[src/rtl/fib_sched_pkg.sv]
// Shared types and default sizing for the Fibonacci job scheduler.
package fib_sched_pkg;

  typedef enum logic [2:0] {
    IDLE,
    ISSUE,
    WAIT_CLR,
    WAIT_DONE,
    RESPOND
  } state_t;

  localparam int DEF_NUM_REQ        = 4;
  localparam int DEF_INPUT_WIDTH    = 6;
  localparam int DEF_OUTPUT_WIDTH   = 32;
  localparam int DEF_TIMEOUT_CYCLES = 1024;

endpackage

[src/rtl/fib_sched_rr_arbiter.sv]
// Round-robin arbiter: first requester found scanning upward from pointer, wrapping.
module rr_arbiter
  import fib_sched_pkg::*;
#(
  parameter int NUM_REQ  = DEF_NUM_REQ,
  parameter int ID_WIDTH = (NUM_REQ > 1) ? $clog2(NUM_REQ) : 1
) (
  input  logic [NUM_REQ-1:0]  req,
  input  logic [ID_WIDTH-1:0] pointer,
  output logic [NUM_REQ-1:0]  grant
);

  logic [ID_WIDTH-1:0] idx;
  logic                found;

  always_comb begin
    grant = '0;
    found = 1'b0;
    idx   = '0;
    for (int i = 0; i < NUM_REQ; i++) begin
      idx = ID_WIDTH'((int'(pointer) + i) % NUM_REQ);
      if (!found && req[idx]) begin
        grant[idx] = 1'b1;
        found      = 1'b1;
      end
    end
  end

endmodule

[src/rtl/fib_sched.sv]
// Shares one external Fibonacci datapath between NUM_REQ requesters, one job at a time,
// with round-robin arbitration and a per-job timeout.
module fib_sched
  import fib_sched_pkg::*;
#(
  parameter int NUM_REQ        = DEF_NUM_REQ,
  parameter int INPUT_WIDTH    = DEF_INPUT_WIDTH,
  parameter int OUTPUT_WIDTH   = DEF_OUTPUT_WIDTH,
  parameter int TIMEOUT_CYCLES = DEF_TIMEOUT_CYCLES,
  localparam int ID_WIDTH      = (NUM_REQ > 1) ? $clog2(NUM_REQ) : 1
) (
  input  logic                                  clk,
  input  logic                                  rst_n,
  input  logic [NUM_REQ-1:0]                    req_valid,
  input  logic [NUM_REQ-1:0][INPUT_WIDTH-1:0]   req_n,
  output logic [NUM_REQ-1:0]                    req_ready,
  output logic                                  rsp_valid,
  input  logic                                  rsp_ready,
  output logic [ID_WIDTH-1:0]                   rsp_id,
  output logic [OUTPUT_WIDTH-1:0]               rsp_result,
  output logic                                  rsp_overflow,
  output logic                                  rsp_timeout,
  output logic                                  fib_go,
  output logic [INPUT_WIDTH-1:0]                fib_n,
  input  logic [OUTPUT_WIDTH-1:0]               fib_result,
  input  logic                                  fib_overflow,
  input  logic                                  fib_done
);

  localparam int CNT_WIDTH = $clog2(TIMEOUT_CYCLES + 1);
  localparam logic [CNT_WIDTH-1:0] TIMEOUT_LAST = CNT_WIDTH'(TIMEOUT_CYCLES - 1);
  localparam logic [ID_WIDTH-1:0]  LAST_ID      = ID_WIDTH'(NUM_REQ - 1);

  state_t               state;
  logic [ID_WIDTH-1:0]  pointer;
  logic [ID_WIDTH-1:0]  win_id;
  logic [ID_WIDTH-1:0]  next_pointer;
  logic [CNT_WIDTH-1:0] tcount;
  logic [CNT_WIDTH-1:0] tcount_inc;
  logic [NUM_REQ-1:0]   grant;
  logic                 timeout_hit;

  rr_arbiter #(
    .NUM_REQ (NUM_REQ),
    .ID_WIDTH(ID_WIDTH)
  ) u_arb (
    .req    (req_valid),
    .pointer(pointer),
    .grant  (grant)
  );

  always_comb begin
    win_id = '0;
    for (int i = 0; i < NUM_REQ; i++) begin
      if (grant[i]) win_id = ID_WIDTH'(i);
    end
  end

  assign next_pointer = (win_id == LAST_ID) ? '0 : win_id + 1'b1;
  assign tcount_inc   = tcount + 1'b1;
  // The timeout fires on the edge where the counter reaches its last value.
  assign timeout_hit  = (tcount_inc == TIMEOUT_LAST);

  // IDLE takes two cycles per grant: one to register the one-hot req_ready and latch
  // the job, one with req_ready visible so the handshake completes while still idle.
  always_ff @(posedge clk or negedge rst_n) begin
    if (!rst_n) begin
      state        <= IDLE;
      pointer      <= '0;
      tcount       <= '0;
      req_ready    <= '0;
      rsp_valid    <= 1'b0;
      rsp_id       <= '0;
      rsp_result   <= '0;
      rsp_overflow <= 1'b0;
      rsp_timeout  <= 1'b0;
      fib_go       <= 1'b0;
      fib_n        <= '0;
    end else begin
      case (state)
        IDLE: begin
          if (|req_ready) begin
            req_ready <= '0;
            fib_go    <= 1'b1;
            tcount    <= '0;
            state     <= ISSUE;
          end else if (|req_valid) begin
            req_ready <= grant;
            rsp_id    <= win_id;
            fib_n     <= req_n[win_id];
            pointer   <= next_pointer;
          end
        end
        ISSUE: begin
          fib_go <= 1'b0;
          tcount <= '0;
          state  <= WAIT_CLR;
        end
        WAIT_CLR: begin
          tcount <= tcount_inc;
          if (timeout_hit) begin
            rsp_result   <= '0;
            rsp_overflow <= 1'b0;
            rsp_timeout  <= 1'b1;
            rsp_valid    <= 1'b1;
            state        <= RESPOND;
          end else if (!fib_done) begin
            state <= WAIT_DONE;
          end
        end
        WAIT_DONE: begin
          tcount <= tcount_inc;
          if (fib_done) begin
            rsp_result   <= fib_result;
            rsp_overflow <= fib_overflow;
            rsp_timeout  <= 1'b0;
            rsp_valid    <= 1'b1;
            state        <= RESPOND;
          end else if (timeout_hit) begin
            rsp_result   <= '0;
            rsp_overflow <= 1'b0;
            rsp_timeout  <= 1'b1;
            rsp_valid    <= 1'b1;
            state        <= RESPOND;
          end
        end
        RESPOND: begin
          if (rsp_ready) begin
            rsp_valid <= 1'b0;
            state     <= IDLE;
          end
        end
        default: state <= IDLE;
      endcase
    end
  end

endmodule
[config.mk]
export PLATFORM = sky130hd
export DESIGN_NAME = fib_sched
export DESIGN_NICKNAME = d
export VERILOG_FILES = /design/src/rtl/fib_sched_pkg.sv /design/src/rtl/fib_sched_rr_arbiter.sv /design/src/rtl/fib_sched.sv
export SDC_FILE = /design/constraint.sdc
export NUM_CORES = 1
export LEC_CHECK = 0
export CAP_MARGIN = 20
export CORE_AREA = 2 2 86 88
export DETAILED_ROUTE_END_ITERATION = 16
export DIE_AREA = 0 0 88 90
export PLACE_DENSITY = 0.85
export SLEW_MARGIN = 10
export SYNTH_ARGS = -nofsm -noshare
export SYNTH_HDL_FRONTEND = slang
export SYNTH_HIERARCHICAL = 1
export SYNTH_SLANG_ARGS = --single-unit
[constraint.sdc]
create_clock -name clk -period 9.2 [get_ports clk]
set_clock_uncertainty 0.15 [all_clocks]
set_input_delay 1.84 -clock clk [delete_from_list [all_inputs] [get_ports clk]]
set_output_delay 1.84 -clock clk [all_outputs]
set_load 0.05 [all_outputs]
==> metrics.json <==
{
  "run": {
    "max_cap_viol_count": 0
  },
  "setup_path": {
    "crit_path_max_fanout": 10,
    "kind_of_start_point_of_the_critical_path": "primary input",
    "critical_path.endpoint_type": "flip-flop",
    "required_ns": 9.26,
    "timing.setup.critical_path_class": "in -> reg",
    "cp_data_arrival_time_ns": 4.63
  },
  "cells_and_area": {
    "num-fill-cells": 557,
    "drive_gt1_frac": 0.115,
    "most-common-layout-cells": "sky130_fd_sc_hd__clkdlybuf4s50_1, sky130_fd_sc_hd__nand2_1, sky130_fd_sc_hd__dfrtp_1, sky130_fd_sc_hd__o21ai_0, sky130_fd_sc_hd__o21ai_2",
    "finish.net_count": 538,
    "layout-area-overhead-vs-synth_pct": 41.4,
    "final_common_cell": "sky130_fd_sc_hd__clkdlybuf4s50_1",
    "multi_input_area_um2": 1660,
    "antenna_cells": 0,
    "regArea_um2": 1600
  },
  "sta": {
    "post_route_fraction_of_the_period_consumed_by_the_critical_path": 0.496,
    "setup_tns_ns": 0,
    "holdWs_ns": 0.347,
    "tightestPinTransition_ns": 1.03,
    "rsz_0062_raised_after_global_routing": "false",
    "finalSetupViolCount": 0,
    "timing.slew.headroom": 0.308,
    "final_hold_viol_count": 0,
    "maxClockFrequency_mhz": 219,
    "final_min_period_ns": 4.56,
    "maxSlewViolCount": 0,
    "fin_ws_ns": 4.64
  },
  "power_and_ir_drop": {
    "power_density_nw_per_um2": 376,
    "power_frac_clock": 0.158,
    "switchingPower_uw": 857,
    "comb_power_share": 0.580,
    "seq_power_share": 0.263,
    "cellLeakagePower_nw": 2.01,
    "post-layout-total-power_mw": 1.81,
    "sw_frac_of_total": 0.473,
    "irDropWorstVdd_mv": 0.216,
    "internal_power_uw": 955
  },
  "detailed_routing": {
    "totalWireLength_um": 8550,
    "post_drt_wl_per_cell_um": 15.0,
    "dr.pass1.iters": 4,
    "drt_drc_violations_left": 0,
    "drtAntennaViolNets": 0,
    "dr_total_vias": 3083,
    "drt-initial-drc-count": 185,
    "vias_per_cell": 5.42
  },
  "cts": {
    "cts_resized": 0,
    "cts_post_setup_buffers_inserted": 0,
    "cts.reportedPaths.clkPinSlew_ns": 0.07,
    "clock_tree.htree_level_count": 3,
    "holdBufCountCts": 0,
    "cts-root-buf": "sky130_fd_sc_hd__clkbuf_8",
    "cts_num_sinks": 64,
    "cts-root-to-sink-buffers": 2,
    "cts_buffers": 9,
    "clk-insertion-delay-late_ns": 0.34,
    "tritoncts": "done"
  },
  "die": {
    "start_util": 0.485,
    "die_h_um": 90,
    "num_rows": 31,
    "core_region_area_um2": 7020,
    "dieArea_um2": 7920,
    "ios": 113,
    "die-width_um": 88
  },
  "synthesis": {
    "synth-seq-cells": 64,
    "mappedNetlistArea_um2": 3400,
    "count_of_cell_types_in_the_netlist": 47,
    "synth_nets": 432,
    "synth_simple_gate_area_frac": 0.163,
    "syn_inst": 359,
    "largest_family_of_logic_cells_by_synthesized_area": "compound AO/OA/AOI/OAI gates",
    "ys_seq_area_frac": 0.470,
    "synth_top_flop_cell": "sky130_fd_sc_hd__dfrtp_1",
    "synth-compound-area-share": 0.217,
    "synth-edff-count": 0,
    "ys_warn_count": 6,
    "post_synth_xor_area_fraction": 0.0103,
    "synth-async-reset-ratio": 1.00,
    "syn_avg_cell_area_um2": 9.48,
    "synth_fa_ha_area_frac": 0.0294,
    "synthMuxAreaShare": 0.0673
  },
  "placed_design": {
    "preCtsSetupSlack_ns": 4.27,
    "routabilityCongestion": 0.839,
    "dp.final_hpwl_um": 5980,
    "port-buffer-count": 112
  },
  "global_routing": {
    "grt_antenna_before_repair": 0,
    "grt_overflow": 0,
    "gr-usage-all-layers": 0.222,
    "global_route_wire_length_before_repair_um": 13900,
    "grt_start_max_net_pins": 65,
    "first_global_vias": 3011
  },
  "min_path": {
    "min-delay-path-class": "reg -> reg"
  },
  "run_status": {
    "status": "complete, no violations"
  }
}
-- logic make-up after synthesis --
| family | after synthesis |
|---|---|
| AOI/OAI and AO/OA | 107 |
| xor gates and xnor gates | 4 |
| adders and majority gates | 8 |
| buffers and inverters | 32 |
| DFF | 64 |
| muxes | 17 |
| and+or+nand+nor | 127 |
-- through the flow --
| step | cell area [µm²] | cells | util |
|---|---|---|---|
| floorplan | 3400 | 359 | - |
| CTS | 4810 | 569 | 0.686 |
| finish | 4810 | 569 | 0.686 |
| global placement | 4580 | 553 | 0.652 |
| detailed placement | 4580 | 553 | 0.652 |
| global route | 4810 | 569 | 0.686 |
-- power by group through the flow --
| stage | registers (mW) | clock network (mW) | logic (mW) |
|---|---|---|---|
| 2_1_floorplan | 0.773 | 0 | 0.441 |
| 3_3_place_gp | 0.474 | 0 | 1.02 |
| 3_5_place_dp | 0.478 | 0 | 1.05 |
| 4_1_cts | 0.476 | 0.291 | 1.06 |
| 5_1_grt | 0.493 | 0.304 | 1.13 |
| 6_report | 0.476 | 0.286 | 1.05 |
-- area by class of cell --
type	count	area share
inverters	10	0.00780
well taps	99	0.0257
clock inverters	6	0.0224
flip-flops and latches	64	0.333
clock buffers	10	0.0265
repair buffers	117	0.240
multi-input cells	263	0.345
-- layer usage --
metal	routed length, µm	global-route usage	part of all wire
met3	537	0.0680	0.063
met4	225	0.0897	0.026
met5	0	0	0
met1	3420	0.266	0.40
met2	4360	0.369	0.51
-- critical path: stages --
cell and delay, ns:
sky130_fd_sc_hd__clkdlybuf4s50_1 0.47, sky130_fd_sc_hd__mux4_2 0.62, sky130_fd_sc_hd__nor2_1 0.14, sky130_fd_sc_hd__nand2_1 0.11, sky130_fd_sc_hd__o211ai_1 0.80, sky130_fd_sc_hd__mux2i_1 0.28
sky130_fd_sc_hd__o21ai_0 0.11, sky130_fd_sc_hd__mux2i_1 0.17, sky130_fd_sc_hd__a21oi_1 0.09
-- cells in the mapped netlist (2+ instances only) --
| library cell | n | share of area |
|---|---|---|
| sky130_fd_sc_hd__o21a_1 | 2 | 0.0044 |
| sky130_fd_sc_hd__a22oi_1 | 6 | 0.013 |
| sky130_fd_sc_hd__nor3_1 | 3 | 0.0044 |
| sky130_fd_sc_hd__a21o_1 | 3 | 0.0066 |
| sky130_fd_sc_hd__and3_1 | 3 | 0.0055 |
| sky130_fd_sc_hd__a22o_1 | 4 | 0.010 |
| sky130_fd_sc_hd__dfrtp_1 | 64 | 0.47 |
| sky130_fd_sc_hd__mux2i_1 | 12 | 0.035 |
| sky130_fd_sc_hd__nand3_1 | 3 | 0.0044 |
| sky130_fd_sc_hd__nand4_1 | 3 | 0.0055 |
| sky130_fd_sc_hd__inv_1 | 10 | 0.011 |
| sky130_fd_sc_hd__ha_1 | 8 | 0.029 |
| sky130_fd_sc_hd__mux4_1 | 2 | 0.015 |
| sky130_fd_sc_hd__nand2_1 | 85 | 0.094 |
| sky130_fd_sc_hd__mux4_2 | 2 | 0.013 |
| sky130_fd_sc_hd__buf_6 | 3 | 0.0099 |
| sky130_fd_sc_hd__o41ai_1 | 2 | 0.0051 |
| sky130_fd_sc_hd__o21ai_0 | 36 | 0.053 |
| sky130_fd_sc_hd__clkbuf_1 | 17 | 0.019 |
| sky130_fd_sc_hd__o21ai_2 | 20 | 0.051 |
| sky130_fd_sc_hd__nor2_1 | 19 | 0.021 |
| sky130_fd_sc_hd__a21oi_1 | 17 | 0.025 |
| sky130_fd_sc_hd__a21o_2 | 4 | 0.010 |
| sky130_fd_sc_hd__nor4_1 | 2 | 0.0037 |
| sky130_fd_sc_hd__xnor2_1 | 3 | 0.0077 |
| sky130_fd_sc_hd__a31oi_1 | 2 | 0.0037 |
| sky130_fd_sc_hd__o211ai_1 | 4 | 0.0088 |
-- worst paths after layout --
kind	slack [ns]	to	startpoint	cells past startpoint
min in group asynchronous	1.52	rsp_result[15]	rst_n	2
max in group asynchronous	6.85	rsp_result[28]	rst_n	2
hold / removal	0.35	rsp_id[0]	rsp_id[0]	1
setup / recovery	4.64	fib_n[1]	req_valid[3]	9
setup reg to reg	5.73	fib_n[1]	pointer[0]	10
hold reg to reg	0.35	rsp_id[0]	rsp_id[0]	1
-- sequential cells by signal, summed over array words and instances (netlist names) --
register      cells
rsp_result       32
tcount           11
fib_n             6
req_ready         4
state             3
pointer           2
rsp_id            2
fib_go            1
rsp_overflow      1
rsp_timeout       1
rsp_valid         1
Note: power is estimated with default switching activity, not from simulation.
